**src/rtl/stopwatch_ctrl_pkg.sv**
```systemverilog
// Shared types and default timing constants
// for the stopwatch control slice.
package stopwatch_ctrl_pkg;

  typedef enum logic [1:0] {
    IDLE   = 2'd0,
    RUN    = 2'd1,
    PAUSE  = 2'd2,
    ADJUST = 2'd3
  } sw_state_e;

  typedef struct packed {
    logic start;
    logic pause;
    logic clear;
    logic adj_sec;
    logic adj_min;
  } sw_btn_t;

  localparam int DEF_DB_CYCLES     = 1_000_000;
  localparam int DEF_TICK_CYCLES   = 100_000_000;
  localparam int DEF_REPEAT_CYCLES = 25_000_000;

  // $clog2 that never yields a zero-width counter
  function automatic int cw(input int n);
    return (n > 1) ? $clog2(n) : 1;
  endfunction

endpackage

```
**src/rtl/stopwatch_ctrl_if.sv**
```systemverilog
// Raw button levels in, FSM state and
// counter-enable pulses out.
interface stopwatch_ctrl_if;

  logic       start_raw;
  logic       pause_raw;
  logic       clear_raw;
  logic       adj_sec_raw;
  logic       adj_min_raw;
  logic [1:0] state_o;
  logic       run_o;
  logic       tick_o;
  logic       clear_o;
  logic       inc_sec_o;
  logic       inc_min_o;

  modport master (
    output start_raw, pause_raw, clear_raw,
    output adj_sec_raw, adj_min_raw,
    input  state_o, run_o, tick_o, clear_o,
    input  inc_sec_o, inc_min_o
  );

  modport slave (
    input  start_raw, pause_raw, clear_raw,
    input  adj_sec_raw, adj_min_raw,
    output state_o, run_o, tick_o, clear_o,
    output inc_sec_o, inc_min_o
  );

endinterface

```
**src/rtl/sw_debounce.sv**
```systemverilog
// Two-flop synchronizer followed by a
// stability-window debouncer.
module sw_debounce
  import stopwatch_ctrl_pkg::*;
#(
  parameter int DB_CYCLES = DEF_DB_CYCLES
) (
  input  logic clk,
  input  logic rstn,
  input  logic raw,
  output logic db
);

  localparam int CW = cw(DB_CYCLES);
  localparam logic [CW-1:0] TOP =
    CW'(DB_CYCLES - 1);

  logic          s1;
  logic          s2;
  logic [CW-1:0] cnt;

  // cnt is the run length of s2 disagreeing with db
  always_ff @(posedge clk or negedge rstn) begin
    if (!rstn) begin
      s1  <= 1'b0;
      s2  <= 1'b0;
      cnt <= '0;
      db  <= 1'b0;
    end else begin
      s1 <= raw;
      s2 <= s1;
      if (s2 == db) begin
        cnt <= '0;
      end else if (cnt == TOP) begin
        cnt <= '0;
        db  <= s2;
      end else begin
        cnt <= cnt + 1'b1;
      end
    end
  end

endmodule

```
**src/rtl/stopwatch_ctrl.sv**
```systemverilog
// Debounced button FSM producing tick, clear
// and adjust pulses for the time counter.
module stopwatch_ctrl
  import stopwatch_ctrl_pkg::*;
#(
  parameter int DB_CYCLES     = DEF_DB_CYCLES,
  parameter int TICK_CYCLES   = DEF_TICK_CYCLES,
  parameter int REPEAT_CYCLES = DEF_REPEAT_CYCLES
) (
  input logic             clk,
  input logic             rstn,
  stopwatch_ctrl_if.slave sw
);

  localparam int PW = cw(TICK_CYCLES);
  localparam int RW = cw(REPEAT_CYCLES);
  localparam logic [PW-1:0] PTOP =
    PW'(TICK_CYCLES - 1);
  localparam logic [RW-1:0] RTOP =
    RW'(REPEAT_CYCLES - 1);

  sw_btn_t   raw;
  sw_btn_t   db;
  logic      start_q;
  logic      clear_q;
  logic      start_edge;
  logic      clear_edge;
  logic      any_adj;
  sw_state_e state;
  logic [PW-1:0] pres;
  logic [RW-1:0] rep;
  logic      tick_q;
  logic      clr_q;
  logic      isec_q;
  logic      imin_q;

  assign raw = {sw.start_raw, sw.pause_raw,
                sw.clear_raw, sw.adj_sec_raw,
                sw.adj_min_raw};

  for (genvar i = 0; i < 5; i++) begin : g_db
    sw_debounce #(
      .DB_CYCLES(DB_CYCLES)
    ) u_db (
      .clk  (clk),
      .rstn (rstn),
      .raw  (raw[i]),
      .db   (db[i])
    );
  end

  assign start_edge = db.start & ~start_q;
  assign clear_edge = db.clear & ~clear_q;
  assign any_adj    = db.adj_sec | db.adj_min;

  always_ff @(posedge clk or negedge rstn) begin
    if (!rstn) begin
      state   <= IDLE;
      start_q <= 1'b0;
      clear_q <= 1'b0;
      pres    <= '0;
      rep     <= '0;
      tick_q  <= 1'b0;
      clr_q   <= 1'b0;
      isec_q  <= 1'b0;
      imin_q  <= 1'b0;
    end else begin
      start_q <= db.start;
      clear_q <= db.clear;
      tick_q  <= 1'b0;
      clr_q   <= 1'b0;
      isec_q  <= 1'b0;
      imin_q  <= 1'b0;
      if (clear_edge) begin
        state <= IDLE;
        clr_q <= 1'b1;
        pres  <= '0;
        rep   <= '0;
      end else begin
        unique case (state)
          IDLE: begin
            pres <= '0;
            rep  <= '0;
            if (start_edge) state <= RUN;
          end
          RUN: begin
            rep <= '0;
            if (pres == PTOP) begin
              pres   <= '0;
              tick_q <= 1'b1;
            end else begin
              pres <= pres + 1'b1;
            end
            if (db.pause) state <= PAUSE;
          end
          PAUSE: begin
            rep <= '0;
            if (!db.pause) state <= RUN;
            else if (any_adj) state <= ADJUST;
          end
          ADJUST: begin
            // leaving wins over a due repeat pulse
            if (!db.pause) begin
              state <= RUN;
              rep   <= '0;
            end else if (!any_adj) begin
              state <= PAUSE;
              rep   <= '0;
            end else begin
              if (rep == '0) begin
                isec_q <= db.adj_sec;
                imin_q <= ~db.adj_sec;
              end
              rep <= (rep == RTOP) ? '0
                                   : rep + 1'b1;
            end
          end
        endcase
      end
    end
  end

  assign sw.state_o   = state;
  assign sw.run_o     = (state == RUN);
  assign sw.tick_o    = tick_q;
  assign sw.clear_o   = clr_q;
  assign sw.inc_sec_o = isec_q;
  assign sw.inc_min_o = imin_q;

endmodule

```
**src/flat_wrapper.sv**
```systemverilog
// flat-port wrapper written by rule: the top's interface ports become plain ports
module stopwatch_ctrl_flat import stopwatch_ctrl_pkg::*;
#(
  parameter int DB_CYCLES     = DEF_DB_CYCLES,
  parameter int TICK_CYCLES   = DEF_TICK_CYCLES,
  parameter int REPEAT_CYCLES = DEF_REPEAT_CYCLES
)
  (clk, rstn, sw_start_raw, sw_pause_raw, sw_clear_raw, sw_adj_sec_raw, sw_adj_min_raw, sw_state_o, sw_run_o, sw_tick_o, sw_clear_o, sw_inc_sec_o, sw_inc_min_o);
  stopwatch_ctrl_if sw_i ();
  input logic clk;
  input logic rstn;
  input wire logic [$bits(sw_i.start_raw)-1:0] sw_start_raw;
  input wire logic [$bits(sw_i.pause_raw)-1:0] sw_pause_raw;
  input wire logic [$bits(sw_i.clear_raw)-1:0] sw_clear_raw;
  input wire logic [$bits(sw_i.adj_sec_raw)-1:0] sw_adj_sec_raw;
  input wire logic [$bits(sw_i.adj_min_raw)-1:0] sw_adj_min_raw;
  output wire logic [$bits(sw_i.state_o)-1:0] sw_state_o;
  output wire logic [$bits(sw_i.run_o)-1:0] sw_run_o;
  output wire logic [$bits(sw_i.tick_o)-1:0] sw_tick_o;
  output wire logic [$bits(sw_i.clear_o)-1:0] sw_clear_o;
  output wire logic [$bits(sw_i.inc_sec_o)-1:0] sw_inc_sec_o;
  output wire logic [$bits(sw_i.inc_min_o)-1:0] sw_inc_min_o;
  assign sw_i.start_raw = sw_start_raw;
  assign sw_i.pause_raw = sw_pause_raw;
  assign sw_i.clear_raw = sw_clear_raw;
  assign sw_i.adj_sec_raw = sw_adj_sec_raw;
  assign sw_i.adj_min_raw = sw_adj_min_raw;
  assign sw_state_o = sw_i.state_o;
  assign sw_run_o = sw_i.run_o;
  assign sw_tick_o = sw_i.tick_o;
  assign sw_clear_o = sw_i.clear_o;
  assign sw_inc_sec_o = sw_i.inc_sec_o;
  assign sw_inc_min_o = sw_i.inc_min_o;
  stopwatch_ctrl #(.DB_CYCLES(DB_CYCLES), .TICK_CYCLES(TICK_CYCLES), .REPEAT_CYCLES(REPEAT_CYCLES)) u_core (.clk(clk), .rstn(rstn), .sw(sw_i));
endmodule
```
**config.mk**
```make
export PLATFORM = sky130hd
export DESIGN_NAME = stopwatch_ctrl_flat
export DESIGN_NICKNAME = d
export VERILOG_FILES = /design/src/rtl/stopwatch_ctrl_pkg.sv /design/src/rtl/stopwatch_ctrl_if.sv /design/src/rtl/sw_debounce.sv /design/src/rtl/stopwatch_ctrl.sv /design/src/flat_wrapper.sv
export SDC_FILE = /design/constraint.sdc
export NUM_CORES = 1
export LEC_CHECK = 0
export CAP_MARGIN = 20
export CORE_MARGIN = 10
export CORE_UTILIZATION = 48
export CTS_CLUSTER_SIZE = 28
export DETAILED_ROUTE_END_ITERATION = 10
export HOLD_SLACK_MARGIN = 0.06
export PLACE_DENSITY = 0.66
export SLEW_MARGIN = 20
export SYNTH_ARGS = -nofsm -noshare
export SYNTH_HDL_FRONTEND = slang
export SYNTH_SLANG_ARGS = --single-unit
```
**constraint.sdc**
```tcl
create_clock -name clk -period 2.15 [get_ports clk]
set_clock_uncertainty 0.2 [all_clocks]
set_input_delay 0.43 -clock clk [delete_from_list [all_inputs] [get_ports clk]]
set_output_delay 0.43 -clock clk [all_outputs]
set_load 0.005 [all_outputs]
```
==> results of run 1 <==
[cell type report]
| class | instances | area (um2) | share of cell area, % |
|---|---|---|---|
| inverters | 26 | 97.6 | 0.975 |
| flip-flops and latches | 175 | 4380 | 43.8 |
| clock buffers | 18 | 439 | 4.39 |
| clock inverters | 14 | 134 | 1.34 |
| well taps | 225 | 282 | 2.81 |
| repair buffers | 79 | 769 | 7.69 |
| multi-input cells | 627 | 3910 | 39.0 |
[routing by layer]
layer,vias up,global-route usage [%],share of wire (%)
met5,-,0,0
met4,0,4.26,1.1
met3,20,3.58,3.2
met2,70,22.8,48
met1,3047,18.6,48
li1,3054,-,-
[power by group through the flow]
stage	Sequential, mW	Combinational (mW)	Clock [mW]
after floorplan	3.41	0.0701	0
after global placement	3.42	0.198	0
after detailed placement	3.42	0.200	0
after CTS	3.35	0.203	3.06
after global routing	3.36	0.238	3.21
final	3.35	0.205	2.99
[kinds of logic after synthesis]
group | after synthesis
AO/OA/AOI/OAI | 37
XOR/XNOR | 130
adder cells (fa/ha/maj) | 8
buffers and inverters | 48
flip-flops | 175
multiplexers | 6
AND/OR/NAND/NOR | 446
[placed cells by master, fill, tap and decap left out, drive strengths merged, types with 20 or more instances in the layout]
master and n:
dfrtp 175, nor2 173, xor2 66, xnor2 64, buf 64, nand3 62
nand2 53, nand4 37, inv 30, nor3 23, nor4 23, and3 20
clkbuf 20
[flip-flops by register name, indices dropped and copies added (netlist names), 2 cells and up]
register and count:
u_core.g_db.u_db.cnt 100, u_core.g_db.u_db.s1 5, u_core.sw.state_o 2, u_core.g_db.u_db.s2 5, u_core.g_db.u_db.db 5, u_core.rep 25, u_core.pres 27
[what timing repair did]
item / 4_1_cts / 5_1_grt
endpoints found under the setup margin: 3 / 94
gates resized for setup: 7 / 15
gates cloned: 0 / 3
setup buffers: 0 / 3
hold endpoints to repair: 41 / 0
hold buffers: 1 / 0
pin swaps: 0 / 5
[metrics by stage]
step	TNS, ps	hold WS [ps]	util, %	instance area, um2	total power [mW]
2_1_floorplan	0	-65.6	-	8410	3.48
3_3_place_gp	0	134	53.6	9240	3.61
3_5_place_dp	-3.81	142	53.6	9240	3.62
4_1_cts	0	158	57.1	9850	6.62
5_1_grt	-35.1	170	58.1	10000	6.80
6_report	0	155	58.1	10000	6.55
[final timing paths]
check | start | to | slack, ps | cells past startpoint
setup / recovery | u_core.pres[19] | u_core.pres[23] | 30 | 5
hold / removal | u_core.g_db[3].u_db.s1 | u_core.g_db[3].u_db.s2 | 160 | 0
setup reg to reg | u_core.pres[19] | u_core.pres[23] | 30 | 5
hold reg to reg | u_core.g_db[3].u_db.s1 | u_core.g_db[3].u_db.s2 | 160 | 0
max in group asynchronous | rstn | u_core.pres[13] | 860 | 3
min in group asynchronous | rstn | u_core.g_db[0].u_db.cnt[11] | 310 | 2
==> results.md, run 1 <==
- Outcome: completed
- Filler cell count: 1471
- Share of cells above drive strength 1: 13.6%
- Final HPWL DP: 10.8 mm
- Synth Area in XOR/XNOR: between 10 and 15%
- Max VDD drop: ~0.00055 V
- Vias in the first global route: ~6000
- Internal Power: a little over 5 mW
- Initial antenna violation count: 0
- Area grow syn2layout: 19.2%
- Post-Synthesis Cells: between 800 and 900
- # IOs: 14
- Largest family of logic cells by synthesized area: simple AND/OR/NAND/NOR gates
- DP Cell Count: about 1100
- Post-synth EDFFs: 0
- Final Max Tran Viols: 0
- CP max-delay cell: or4_4
- Post-Syn Nets: a little under 900
- Final hold vios: 0
- Drt drc: 0
- Sequential share of power: between 50 and 60%
- Die Y: around 150 um
- Crit start category: flop
- DRT Pass-1 Iters: 4
- Worst hold-check path type: reg2reg
- Crit path time final: ~2100 ps
- Fin worst setup slack: 30.2 ps
- H-tree levels: 4
- Slew at the pin with the worst max-slew slack: 466 ps
- Worst Path Arrival: approximately 2200 ps
- CP endpoint kind: flop
- First-pass GRT wire length: 28.4 mm
- Crit share post-route: a little over nine tenths
- Clock power frac: 45.6%
- Async set-or-reset flop fraction in the synthesized netlist: between 90% and 100%
- Vias per Instance: roughly 5.3
- Post-synth top area share: around 52%
- Yosys reg bits: about 180
- Max cap viols: 0
- Crit-path max FO: 8
- CTS tree: yes
- Top-count cell post-synth: dfrtp_1
- Layout Cells excl Fill: 1164
- Synth area leaders: dfrtp_1 (52%), nor2_1 (7.7%), xor2_1 (6.9%), xnor2_1 (6.7%), nand3_1 (3.7%)
- Synth Area in Compound Gates: under 10%
- Final WL: approximately 16 mm
- Crit path required time: around 2300 ps
- Normalized max-slew margin: between 60% and 70%
- Setup repair after global routing missed its margin: true
- Buf/Inv on CP: 1
- Post-synth top area cell: dfrtp_1
- GPL Wtd Cong: approximately 0.8
- Die Area: 23200 um2
- WS Path Type: reg2reg
- Critical Path Max Stage Delay: roughly 550 ps
- Top post-synthesis cells by count: dfrtp_1 (175), nor2_1 (173), xor2_1 (66)
- Yosys warnings: 0
- Sw Share: a little under a quarter
- Largest net degree at the start of global routing: 47
- Predominant post-synthesis flop cell: dfrtp_1
- Fmax: about 470 MHz
- Logic pwr share: just over 3%
- Site row count: 48
- Avg WL per Cell: 13.9 um
- Unique masters post-synth: 47
- CP cell instances: or4_4 -> nor4_4 -> a31oi_4 -> buf_4 -> a221o_1
- Tot GR Track Use: between 10% and 20%
- CTS Buf Count: 17
- Sink Count: approximately 180
- Synth Area in Adders: 1.19%
- Post-Syn Area per Cell: around 9.9 um2
- ANT nets after route: 0
- Synth Cell Area: between 8000 and 9000 um2
- Worst-Skew Late Latency: about 430 ps
- Top delay family on crit path: simple AND/OR/NAND/NOR gates
- Starting density of the core: about half
- GR Overflow Total: 0
- DP Worst Slack: -2.15 ps
- Mux share of post-synthesis cell area: less than 1%
- Layout Nets: between 900 and 1000
- Core area: 17200 um2
- Reg clk slew, reported paths: 70 ps
- Leakage dissipation: between 4 and 5 nW
- Setup violators final: 0
- Die Width: 152 um
- PwrDens: 654 nW/um2
- CTS Root Cell: clkbuf_16
- Diode count: 0
- NetSw: 1.50 mW
- Post-synthesis sequential area ratio: a little over half
- Simple-gate share of the synthesized area: 26.3%
- I/O Buffers: 13
- DR iter-0 viols: 255
- Max Root-Sink Buffers: 2
- DR vias: between 6000 and 7000
(Power assumes the default switching activity.)
==> run 2, diff against run 1 <==
--- a/config.mk
+++ b/config.mk
@@ -8,10 +8,10 @@
 export CAP_MARGIN = 20
 export CORE_MARGIN = 10
 export CORE_UTILIZATION = 48
-export CTS_CLUSTER_SIZE = 28
+export CTS_CLUSTER_SIZE = 8
 export DETAILED_ROUTE_END_ITERATION = 10
 export HOLD_SLACK_MARGIN = 0.06
-export PLACE_DENSITY = 0.66
+export MAX_ROUTING_LAYER = met4
 export SLEW_MARGIN = 20
 export SYNTH_ARGS = -nofsm -noshare
 export SYNTH_HDL_FRONTEND = slang
==> constraint.sdc (replaced) <==
create_clock -name clk -period 2.75 [get_ports clk]
set_clock_uncertainty 0.2 [all_clocks]
set_input_delay 0.55 -clock clk [delete_from_list [all_inputs] [get_ports clk]]
set_output_delay 0.55 -clock clk [all_outputs]
set_load 0.005 [all_outputs]
==> results.md, run 2 (synthesized netlist as in run 1, its figures left out) <==
- Outcome: completed
- Diode count: 0
- Setup repair after global routing missed its margin: false
- GR Overflow Total: 0
- Largest net degree at the start of global routing: 82
- Worst-Skew Late Latency: ~420 ps
- Filler cell count: ~1500
- Tot GR Track Use: around 15%
- Initial antenna violation count: 0
- WS Path Type: reg2reg
- I/O Buffers: 13
- Layout Nets: 899
- Max cap viols: 0
- GPL Wtd Cong: between 0.8 and 0.9
- Setup TNS: 0 ps
- ANT nets after route: 0
- Most common cell after layout, fill and taps aside: dfrtp_1
- Final HPWL DP: about 11 mm
- Placed instance area: roughly 8900 um2
- Final Power: roughly 5.5 mW
- Postcts setup bufs: 0
- Hold WS: 158 ps
- Vias per Instance: 5.39
- Worst hold-check path type: reg2reg
- Drt drc: 0
- Slew at the pin with the worst max-slew slack: around 1000 ps
- DP Worst Slack: approximately 210 ps
- Crit start category: flop
- Crit share post-route: 92.4%
- Setup violators final: 0
- Fin area: approximately 9600 um2
- Normalized max-slew margin: 33.3%
- CTS Buf Count: 17
- DR iter-0 viols: about 320
- Share of cells above drive strength 1: 7.80%
- Die Y: ~150 um
- CTS Root Cell: clkbuf_16
- DR vias: between 6000 and 7000
- CP endpoint kind: flop
- Final Max Tran Viols: 0
- Area grow syn2layout: 14.2%
- Register-to-Register Path Depth: 5
- Final WL: around 16 mm
- Vias in the first global route: just over 6000
- Crit path required time: ~2800 ps
- Reg clk slew, reported paths: ~70 ps
- # IOs: 14
- Die Width: between 150 and 200 um
- Crit path time final: 2540 ps
- Worst Path Arrival: 2600 ps
- Leakage dissipation: just under 4 nW
- Core area: about 17000 um2
- Die Area: approximately 23000 um2
- Max Root-Sink Buffers: 2
- Starting density of the core: slightly below 50%
- Fin worst setup slack: 210 ps
- First-pass GRT wire length: 28.7 mm
- Max FFs per register: 100
- Fmax: a little under 400 MHz
- Max VDD drop: about 0.00045 V
- Sink Count: 175
- Crit-path max FO: 25
- Site row count: 48
- PwrDens: ~580 nW/um2
- Hold depth: 0
- FF-to-FF setup slack: ~210 ps
- Most frequent cells in the layout: dfrtp_1 (175), nor2_1 (173), xor2_1 (66)
- Most flop-heavy register: u_core.g_db.u_db.cnt
- Largest regs: u_core.g_db.u_db.cnt: 100 flops, u_core.pres: 27 flops, u_core.rep: 25 flops
- Avg WL per Cell: 14.1 um
- DRT Pass-1 Iters: 4
- CTS tree: yes
- Final hold vios: 0
- H-tree levels: 4
run 2: cell types whose count changed in the layout (fill, tap and decap cells not counted), moves of 4 or more:
cell | previous run | this run
buf_4 | 52 | 21
nor4_1 | 15 | 22
nor4_2 | 7 | 0
buf_12 | 8 | 2
bufinv_16 | 1 | 6
clkinvlp_4 | 5 | 0
inv_6 | 4 | 0
run 2: final cells by class:
cell class	count	area (um2)	share of cell area [%]
sequential	175	4380	45.7
multi-input combinational	627	3800	39.7
clock buffer	23	488	5.09
timing repair buffer	37	339	3.53
tap	225	282	2.93
clock inverter	9	203	2.11
inverter	26	97.6	1.02
run 2: worst paths after layout:
check	startpoint	endpoint
setup / recovery	u_core.rep[7]	u_core.rep[14]
hold / removal	u_core.g_db[3].u_db.s1	u_core.g_db[3].u_db.s2
setup reg to reg	u_core.rep[7]	u_core.rep[14]
hold reg to reg	u_core.g_db[3].u_db.s1	u_core.g_db[3].u_db.s2
max in group asynchronous	rstn	u_core.pres[3]
min in group asynchronous	rstn	u_core.g_db[0].u_db.cnt[12]
run 2: repair_timing:
item / 4_1_cts / 5_1_grt
setup endpoints to repair: 0 / 1
hold endpoints to repair: 35 / 0
hold buffers: 1 / 0
gates resized for setup: 0 / 1
run 2: per-layer routing:
layer / global-route usage [%] / part of all wire [%]
met4: 4.72 / 1.5
met3: 3.02 / 2.3
met1: 18.4 / 48
met2: 23.5 / 48
met5: - / 0
run 2: critical path: stages, from the launching register on:
cell and delay (ps):
dfrtp_1 430, or4_1 530, nor2_1 170, nand3_1 110, o21bai_2 780, nor2_1 140
run 2: power breakdown:
part | internal (mW) | total (mW) | switching (mW)
registers | 2.60 | 2.62 | 0.0243
clock network | 1.80 | 2.77 | 0.966
logic | 0.0389 | 0.130 | 0.0908
run 2: per-stage QoR:
step / std cells / utilization (%)
final: 1122 / 55.7
after global routing: 1122 / 55.7
after CTS: 1122 / 55.6
after detailed placement: 1089 / 51.6
after global placement: 1089 / 51.6
after floorplan: 850 / -
==> run 3, diff against run 2 <==
--- a/config.mk
+++ b/config.mk
@@ -5,6 +5,7 @@
 export SDC_FILE = /design/constraint.sdc
 export NUM_CORES = 1
 export LEC_CHECK = 0
+export ABC_CLOCK_PERIOD_IN_PS = 2750
 export CAP_MARGIN = 20
 export CORE_MARGIN = 10
 export CORE_UTILIZATION = 48
@@ -12,6 +13,7 @@
 export DETAILED_ROUTE_END_ITERATION = 10
 export HOLD_SLACK_MARGIN = 0.06
 export MAX_ROUTING_LAYER = met4
+export SETUP_SLACK_MARGIN = 0.05
 export SLEW_MARGIN = 20
 export SYNTH_ARGS = -nofsm -noshare
 export SYNTH_HDL_FRONTEND = slang
==> results.md, run 3 (synthesized netlist as in run 1, its figures left out) <==
- Outcome: completed
- Worst hold-check path type: reg2reg
- Crit path time final: 2450 ps
- Most flop-heavy register: u_core.g_db.u_db.cnt
- Worst-Skew Late Latency: around 420 ps
- Max VDD drop: 0.000447 V
- Sink Count: around 180
- Largest regs: u_core.g_db.u_db.cnt: 100 flops, u_core.pres: 27 flops, u_core.rep: 25 flops
- Layout Nets: 899
- Starting density of the core: ~49%
- Crit path required time: approximately 2000 ps
- WS Path Type: reg2out
- Site row count: 48
- Final hold vios: 0
- Normalized max-slew margin: 56.5%
- Largest net degree at the start of global routing: roughly 80
- Most common cell after layout, fill and taps aside: dfrtp_1
- DRT Pass-1 Iters: 7
- DR vias: slightly above 6000
- Fmax: 407 MHz
- Setup TNS: 0 ps
- GPL Wtd Cong: between 0.8 and 0.9
- Crit start category: flop
- CP endpoint kind: primary output
- Filler cell count: 1502
- Slew at the pin with the worst max-slew slack: ~650 ps
- DP Worst Slack: around 210 ps
- Fin worst setup slack: a little under 300 ps
- Die Area: between 20000 and 25000 um2
- Reg clk slew, reported paths: approximately 60 ps
- Diode count: 0
- Tot GR Track Use: between 10% and 20%
- DR iter-0 viols: about 270
- CTS Buf Count: 17
- Area grow syn2layout: 14.4%
- Setup violators final: 0
- ANT nets after route: 0
- First-pass GRT wire length: about 29 mm
- CTS Root Cell: clkbuf_16
- Max cap viols: 0
- Setup repair after global routing missed its margin: false
- Vias in the first global route: approximately 6000
- Drt drc: 0
- Most frequent cells in the layout: dfrtp_1 (175), nor2_1 (173), xor2_1 (66)
- PwrDens: 575 nW/um2
- I/O Buffers: 13
- Vias per Instance: approximately 5.4
- Max FFs per register: 100
- Avg WL per Cell: about 14 um
- H-tree levels: 4
- Final WL: 15.9 mm
- Worst Path Arrival: between 1500 and 2000 ps
- Final Max Tran Viols: 0
- Crit-path max FO: 2
- Die Y: between 150 and 200 um
- Fin util: 55.7%
- GR Overflow Total: 0
- Crit share post-route: between 80% and 90%
- Leakage dissipation: 3.96 nW
- Multi-input gate area: 3820 um2
- Final HPWL DP: ~11 mm
- Register area: ~4400 um2
- CTS tree: yes
- # IOs: 14
- Core area: between 15000 and 20000 um2
- Initial antenna violation count: 0
- Die Width: about 150 um
- Hold WS: between 150 and 200 ps
- Max Root-Sink Buffers: 2
- Share of cells above drive strength 1: 7.92%
run 3: layout make-up:
| cell class | instances | area share, % |
|---|---|---|
| Clock buffer | 23 | 5.08 |
| Clock inverter | 9 | 2.11 |
| Inverter | 26 | 1.02 |
| Multi-Input combinational cell | 627 | 39.7 |
| Sequential cell | 175 | 45.6 |
| Tap cell | 225 | 2.93 |
| Timing Repair Buffer | 37 | 3.53 |
run 3: routing by layer:
layer	track usage (%)	up-vias	wire length, um
met3	3.02	20	368
met4	4.72	0	229
met1	18.4	2975	7660
li1	-	2986	-
met2	23.5	85	7620
met5	-	-	0
run 3: stage by stage:
stage | power [mW] | cell area (um2) | cells
finish | 5.52 | 9610 | 1122
global route | 5.74 | 9610 | 1122
CTS | 5.60 | 9590 | 1122
detailed placement | 2.81 | 8890 | 1089
global placement | 2.80 | 8890 | 1089
floorplan | 2.72 | 8400 | 850
run 3: where the power goes:
part,internal [mW],leakage [nW],total [mW],switching (mW)
Combinational,0.0389,1.22,0.130,0.0910
Sequential,2.60,2.41,2.62,0.0244
Clock,1.80,0.338,2.77,0.964
run 3: path summary, 6_finish.rpt:
| check | from | to | slack, ps | depth (start not counted) |
|---|---|---|---|---|
| max reg2reg | u_core.pres[12] | u_core.pres[3] | 330 | 6 |
| min in group asynchronous | rstn | u_core.g_db[0].u_db.cnt[12] | 410 | 2 |
| max | u_core.sw.state_o[1] | sw_run_o | 300 | 3 |
| min | u_core.g_db[3].u_db.s1 | u_core.g_db[3].u_db.s2 | 160 | 0 |
| max in group asynchronous | rstn | u_core.g_db[1].u_db.cnt[18] | 1190 | 3 |
| min reg2reg | u_core.g_db[3].u_db.s1 | u_core.g_db[3].u_db.s2 | 160 | 0 |
run 3: worst max-delay path, stage by stage, from the launching register on:
cell and delay (ps):
dfrtp_1 380, nor2b_1 240, buf_4 170, clkdlybuf4s50_1 500
run 3: repair_timing:
item / in CTS / in global routing
buffers inserted: 0 / 0
gates resized for setup: 0 / 3
hold endpoints to repair: 35 / 0
hold buffers: 1 / 0
endpoints found under the setup margin: 0 / 15
